<file path="src/rtl/ex_muldiv_unit.sv">
// Iterative signed/unsigned multiply/divide unit for the EX stage.
// Shift-add multiply and restoring divide share one controller, sign fix-up and result registers.
module ex_muldiv_unit #(
  parameter int WIDTH    = 32,
  parameter int MUL_STEP = 1,
  parameter int DIV_STEP = 1
) (
  input  logic             clk,
  input  logic             rst,
  input  logic             start_i,
  input  logic [1:0]       op_i,
  input  logic [WIDTH-1:0] opa_i,
  input  logic [WIDTH-1:0] opb_i,
  input  logic             annul_i,
  output logic             stallreq_o,
  output logic             busy_o,
  output logic             ready_o,
  output logic [WIDTH-1:0] result_hi_o,
  output logic [WIDTH-1:0] result_lo_o,
  output logic             div_by_zero_o
);

  localparam int N_MUL = WIDTH / MUL_STEP;
  localparam int N_DIV = WIDTH / DIV_STEP;
  localparam int CNT_W = $clog2(WIDTH + 1);
  localparam logic [CNT_W-1:0] LAST_MUL = CNT_W'(N_MUL - 1);
  localparam logic [CNT_W-1:0] LAST_DIV = CNT_W'(N_DIV - 1);

  typedef enum logic [1:0] {IDLE = 2'd0, CALC = 2'd1, DONE = 2'd2} state_t;

  state_t state, state_next;

  logic [CNT_W-1:0]   cnt;
  logic [WIDTH-1:0]   a_mag, b_mag;
  logic               op_div, neg_q, neg_r;
  logic [2*WIDTH-1:0] acc;
  logic [WIDTH-1:0]   rem;

  logic             accept, is_div_in, signed_in, a_neg_in, b_neg_in, div_zero_in, last_step;
  logic [WIDTH-1:0] a_mag_in, b_mag_in;

  logic [WIDTH+MUL_STEP-1:0] mul_sum;
  logic [2*WIDTH-1:0]        mul_next, prod_fix;
  logic [WIDTH-1:0]          rem_work, quo_work, quo_fix, rem_fix;
  logic [WIDTH:0]            rem_shift, diff;

  assign accept      = (state == IDLE) && start_i && !annul_i;
  assign is_div_in   = op_i[1];
  assign signed_in   = ~op_i[0];
  assign a_neg_in    = signed_in & opa_i[WIDTH-1];
  assign b_neg_in    = signed_in & opb_i[WIDTH-1];
  assign a_mag_in    = a_neg_in ? -opa_i : opa_i;
  assign b_mag_in    = b_neg_in ? -opb_i : opb_i;
  assign div_zero_in = accept && is_div_in && (opb_i == '0);
  assign last_step   = op_div ? (cnt == LAST_DIV) : (cnt == LAST_MUL);

  // Stall covers the accepting cycle and all of CALC; DONE releases the pipeline.
  assign stallreq_o = accept || (state == CALC);

  always_ff @(posedge clk) begin
    if (rst) state <= IDLE;
    else     state <= state_next;
  end

  always_comb begin
    state_next = state;
    unique case (state)
      IDLE: if (accept) state_next = div_zero_in ? DONE : CALC;
      CALC: begin
        if (annul_i)        state_next = IDLE;
        else if (last_step) state_next = DONE;
      end
      DONE:    state_next = IDLE;
      default: state_next = IDLE;
    endcase
  end

  // One multiply step: add multiplicand times the low MUL_STEP multiplier bits, then shift right.
  always_comb begin
    mul_sum = {{MUL_STEP{1'b0}}, acc[2*WIDTH-1:WIDTH]}
            + ({{MUL_STEP{1'b0}}, a_mag} * {{WIDTH{1'b0}}, acc[MUL_STEP-1:0]});
  end

  generate
    if (MUL_STEP == WIDTH) begin : g_mul_full
      assign mul_next = mul_sum;
    end else begin : g_mul_part
      assign mul_next = {mul_sum, acc[WIDTH-1:MUL_STEP]};
    end
  endgenerate

  // Restoring divide: dividend bits leave the top of the quotient register as quotient bits enter below.
  always_comb begin
    rem_work  = rem;
    quo_work  = acc[WIDTH-1:0];
    rem_shift = '0;
    diff      = '0;
    for (int i = 0; i < DIV_STEP; i++) begin
      rem_shift = {rem_work, quo_work[WIDTH-1]};
      diff      = rem_shift - {1'b0, b_mag};
      if (diff[WIDTH]) rem_work = rem_shift[WIDTH-1:0];
      else             rem_work = diff[WIDTH-1:0];
      quo_work = {quo_work[WIDTH-2:0], ~diff[WIDTH]};
    end
  end

  assign prod_fix = neg_q ? -mul_next : mul_next;
  assign quo_fix  = neg_q ? -quo_work : quo_work;
  assign rem_fix  = neg_r ? -rem_work : rem_work;

  always_ff @(posedge clk) begin
    if (rst) begin
      cnt           <= '0;
      a_mag         <= '0;
      b_mag         <= '0;
      op_div        <= 1'b0;
      neg_q         <= 1'b0;
      neg_r         <= 1'b0;
      acc           <= '0;
      rem           <= '0;
      busy_o        <= 1'b0;
      ready_o       <= 1'b0;
      result_hi_o   <= '0;
      result_lo_o   <= '0;
      div_by_zero_o <= 1'b0;
    end else begin
      busy_o  <= (state_next == CALC);
      ready_o <= (state_next == DONE);
      unique case (state)
        IDLE: begin
          if (accept) begin
            cnt    <= '0;
            a_mag  <= a_mag_in;
            b_mag  <= b_mag_in;
            op_div <= is_div_in;
            neg_q  <= a_neg_in ^ b_neg_in;
            neg_r  <= a_neg_in;
            rem    <= '0;
            acc    <= {{WIDTH{1'b0}}, is_div_in ? a_mag_in : b_mag_in};
            if (div_zero_in) begin
              result_lo_o   <= '1;
              result_hi_o   <= opa_i;
              div_by_zero_o <= 1'b1;
            end
          end
        end
        CALC: begin
          if (!annul_i) begin
            cnt <= cnt + CNT_W'(1);
            if (op_div) begin
              rem              <= rem_work;
              acc[WIDTH-1:0]   <= quo_work;
            end else begin
              acc <= mul_next;
            end
            if (last_step) begin
              div_by_zero_o <= 1'b0;
              if (op_div) begin
                result_hi_o <= rem_fix;
                result_lo_o <= quo_fix;
              end else begin
                {result_hi_o, result_lo_o} <= prod_fix;
              end
            end
          end
        end
        default: ;
      endcase
    end
  end

endmodule

</file>
<file path="config.mk">
export PLATFORM = sky130hd
export DESIGN_NAME = ex_muldiv_unit
export DESIGN_NICKNAME = d
export VERILOG_FILES = /design/src/rtl/ex_muldiv_unit.sv
export SDC_FILE = /design/constraint.sdc
export NUM_CORES = 1
export LEC_CHECK = 0
export CORE_ASPECT_RATIO = 1.25
export CORE_UTILIZATION = 53
export CTS_BUF_LIST = sky130_fd_sc_hd__clkbuf_8 sky130_fd_sc_hd__clkbuf_16
export DETAILED_ROUTE_END_ITERATION = 8
export GPL_TIMING_DRIVEN = 0
export PLACE_DENSITY_LB_ADDON = 0.1
export SETUP_SLACK_MARGIN = 0.5
export SYNTH_ARGS = -nofsm -noshare
export SYNTH_HDL_FRONTEND = slang
export SYNTH_SLANG_ARGS = --single-unit
export TNS_END_PERCENT = 5
</file>
<file path="constraint.sdc">
create_clock -name clk -period 5.8 [get_ports clk]
set_clock_uncertainty 0.1 [all_clocks]
set_input_delay 1.45 -clock clk [delete_from_list [all_inputs] [get_ports clk]]
set_output_delay 1.45 -clock clk [all_outputs]
set_load 0.02 [all_outputs]
</file>
==> impl_metrics.tcl <==
set metrics [dict create \
    outcome "finished with violations" \
    failed_checks "design-rule violations" \
    fp.dieH_um 216 \
    cts_tree "done" \
    drc 1 \
    slew_headroom_pct 3.02 \
    synthCells 2675 \
    drt_iter0_markers 3457 \
    p_per_area_mw_per_mm2 223 \
    worst_pin_slew_ns 1.44 \
    drt-pass1-iter-count 9 \
    cp_num_buf_inv 4 \
    period_needed_ns 5.44 \
    synth_top_area_cell "dfxtp_1" \
    post_drt_wl_per_cell_um 29.1 \
    pin_count 138 \
    grt_pass1_vias 22000 \
    rsz0062_at_grt "yes" \
    root_buffer "clkbuf_16" \
    period_share_pct 93.8 \
    wl_um 97300 \
    p_clk_share_pct 38.1 \
    setup_viol 0 \
    synth_cell_type_count 92 \
    synthAdderAreaFrac_pct 4.73 \
    drv_slew 0 \
    critical_path_required_ns 6.14 \
    synth_top_family_by_area "compound AO/OA/AOI/OAI gates" \
    synth_edf_count 0 \
    layout.nets 2991 \
    antenna_left 0 \
    yosysMostFrequentCell "nor2_1" \
    fmax_mhz 184 \
    combPwrFrac_pct 27.0 \
    pre_cts_ws_ns -1.63 \
    critPathLaunch "opb_i[0]" \
    antenna_found_initial 3 \
    synth_nets 2817 \
    grt_max_degree 14 \
    htree_levels 1 \
    yosys.area_share.simple_pct 25.6 \
    dpl-instance-area_mm2 0.0213 \
    gp_congestion 1.09 \
    ys_async_sr_fraction_pct 0 \
    final_cell_area_mm2 0.0226 \
    viasPerCell 7.09 \
    syn_area_mm2 0.0193 \
    dp_hpwl_um 74800 \
    power.share.switching_pct 35.4 \
    slowest_delay_ns 0.58 \
    setup_ws_ns 0.361 \
    dr_total_vias 23700 \
    synth_top_area_share_pct 24.6 \
    synth_compound_area_share_pct 28.7 \
    cts_hold_buffers 0 \
    grt_util_all_layers_pct 50.6 \
    path_cells "clkdlybuf4s50_1 > inv_1 > ha_1 > or3b_2 > nor4_4 > nand3b_1 > nor4_2 > nand4_1 > a22o_4 > clkbuf_2 > clkbuf_2 > a211oi_2 > nor3_1" \
    cts-buffers-inserted 28 \
    hp-class "reg -> reg" \
    seq_power_share_pct 34.8 \
    crit_top_cell "clkbuf_2" \
    path_delay_family "simple AND/OR/NAND/NOR gates" \
    cp_slowest_cell "clkdlybuf4s50_1" \
    drive_gt1_share_pct 5.86 \
    synth_area_leaders "dfxtp_1 25%, nor2_1 7.0%, a211oi_1 5.1%, nand2_1 4.8%, a21oi_1 4.7%" \
    syn_to_final_growth_pct 16.8 \
    synth_seq_cells 238 \
    p_total_mw 5.03 \
    cap_violations 0 \
    overflow 0 \
    fin_hold_ws_ns 0.359 \
    syn_avg_cell_area_um2 7.23 \
    num_rows 77 \
    synth_ff_type "dfxtp_1" \
    initial_core_util_pct 54.3 \
    critical_path_class "in -> reg" \
    final_util_pct 63.4 \
    critPathLaunchType "primary input" \
    clock_sinks 238 \
    r2r_start "acc[31]$_SDFFE_PP0P_" \
    synthXorXnorAreaFrac_pct 7.61 \
    end_kind "register" \
    ir_drop_mv 0.279 \
    clk-insertion-delay-late_ns 0.58 \
    core_area_mm2 0.0356 \
    die-area_mm2 0.0373 \
    intPower_mw 3.25 \
    path_clk_slew_ns 0.06 \
    yosysSeqAreaShare_pct 24.6 \
    critPathMaxFanout 10 \
    crit_arrival_ns 5.78 \
    muxShareOfSynthArea_pct 3.25 \
    synth_common_cells "361 x nor2_1, 247 x nand2_1, 238 x dfxtp_1" \
    yosysWarnings 0 \
    grt_pass1_wl_um 141000 \
    hold_viol_final 0 \
    clock_path_buffers 3 \
    portBuffers 136 \
    die_w_um 173 \
    p_switching_mw 1.78 \
    min_from "result_hi_o[5]$_SDFFE_PP0P_" \
    p_leak_nw 8.32 \
]
[path summary, 6_finish.rpt]
check	end	slack, ns	cells past startpoint
worst max register to register	result_hi_o[22]$_SDFFE_PP0P_	0.48	21
worst max-delay path	result_hi_o[0]$_SDFFE_PP0P_	0.36	13
worst min-delay path	result_hi_o[5]$_SDFFE_PP0P_	0.36	2
worst min register to register	result_hi_o[5]$_SDFFE_PP0P_	0.36	2
[metrics by stage]
| step | setup TNS [ns] | instances |
|---|---|---|
| 2_1_floorplan | 0 | 2675 |
| 3_3_place_gp | -50.86 | 3285 |
| 3_5_place_dp | -55.92 | 3285 |
| 4_1_cts | 0 | 3338 |
| 5_1_grt | 0 | 3343 |
| 6_report | 0 | 3344 |
[cell families (layout without fill, tap and decap cells)]
| group | Yosys count | in the layout |
|---|---|---|
| adder cells (fa/ha/maj) | 72 | 72 |
| buffers and inverters | 277 | 471 |
| other | 0 | 1 |
| XOR/XNOR | 168 | 168 |
| multiplexers | 59 | 59 |
| flip-flops | 238 | 238 |
| AND/OR/NAND/NOR | 1036 | 1036 |
| AO/OA/AOI/OAI | 825 | 825 |
[registers in the layout, summed over array words and instances, names as in the netlist]
name,count
ready_o,1
op_div,1
a_mag,32
busy_o,1
cnt,6
neg_q,1
acc,64
result_hi_o,32
b_mag,32
result_lo_o,32
rem,32
neg_r,1
div_by_zero_o,1
state,2
[timing repair]
item                                    4_1_cts  5_1_grt
buffers inserted                              3        5
pin swaps                                     3        9
endpoints found under the setup margin       81       59
resized for setup                            48       40
[cell type report]
class	instances	area, um2
sequential	238	4770
timing repair buffer	144	1420
multi-input combinational	2160	13700
clock inverter	13	151
buffer	205	847
clock buffer	37	836
antenna	1	2.50
tap	474	593
fill	3272	13000
inverter	72	275
[layout by cell type, fill, tap and decap left out, types with 57 or more instances in the layout]
master / n
xor2_1: 71
nor2_1: 359
xnor2_1: 97
a211oi_1: 128
ha_1: 69
clkdlybuf4s50_1: 134
nor3_1: 95
o21ai_0: 147
nand2_1: 246
dfxtp_1: 236
clkbuf_1: 162
a22oi_1: 57
inv_1: 73
a21oi_1: 175
[per-layer routing]
metal / GRT usage (%) / wire length (um)
met4: 45.3 / 10500
met1: 57.8 / 33400
met2: 77.6 / 41200
met5: 0 / 19
met3: 13.8 / 12200
[power groups by stage]
stage | logic [mW] | clock network [mW] | registers [mW]
5_1_grt | 1.40 | 1.97 | 1.76
2_1_floorplan | 0.736 | 0 | 1.79
3_5_place_dp | 1.25 | 0 | 1.78
3_3_place_gp | 1.24 | 0 | 1.78
4_1_cts | 1.26 | 1.89 | 1.75
6_report | 1.36 | 1.92 | 1.75
[worst register-to-register path, stage by stage, from the launching register on]
cell	delay (ns)
dfxtp_2	0.41
inv_2	0.18
ha_1	0.24
inv_1	0.08
fa_2	0.38
a211oi_2	0.28
o211ai_1	0.21
nand2_2	0.22
a21oi_1	0.15
nor4_4	0.32
nor2_4	0.13
clkinv_4	0.09
buf_4	0.21
buf_4	0.29
nor2_1	0.13
a21oi_4	0.22
ha_2	0.26
inv_1	0.14
o41ai_2	0.46
xnor2_1	0.34
mux2i_1	0.17
a211oi_1	0.25
(Power assumes the default switching activity.)
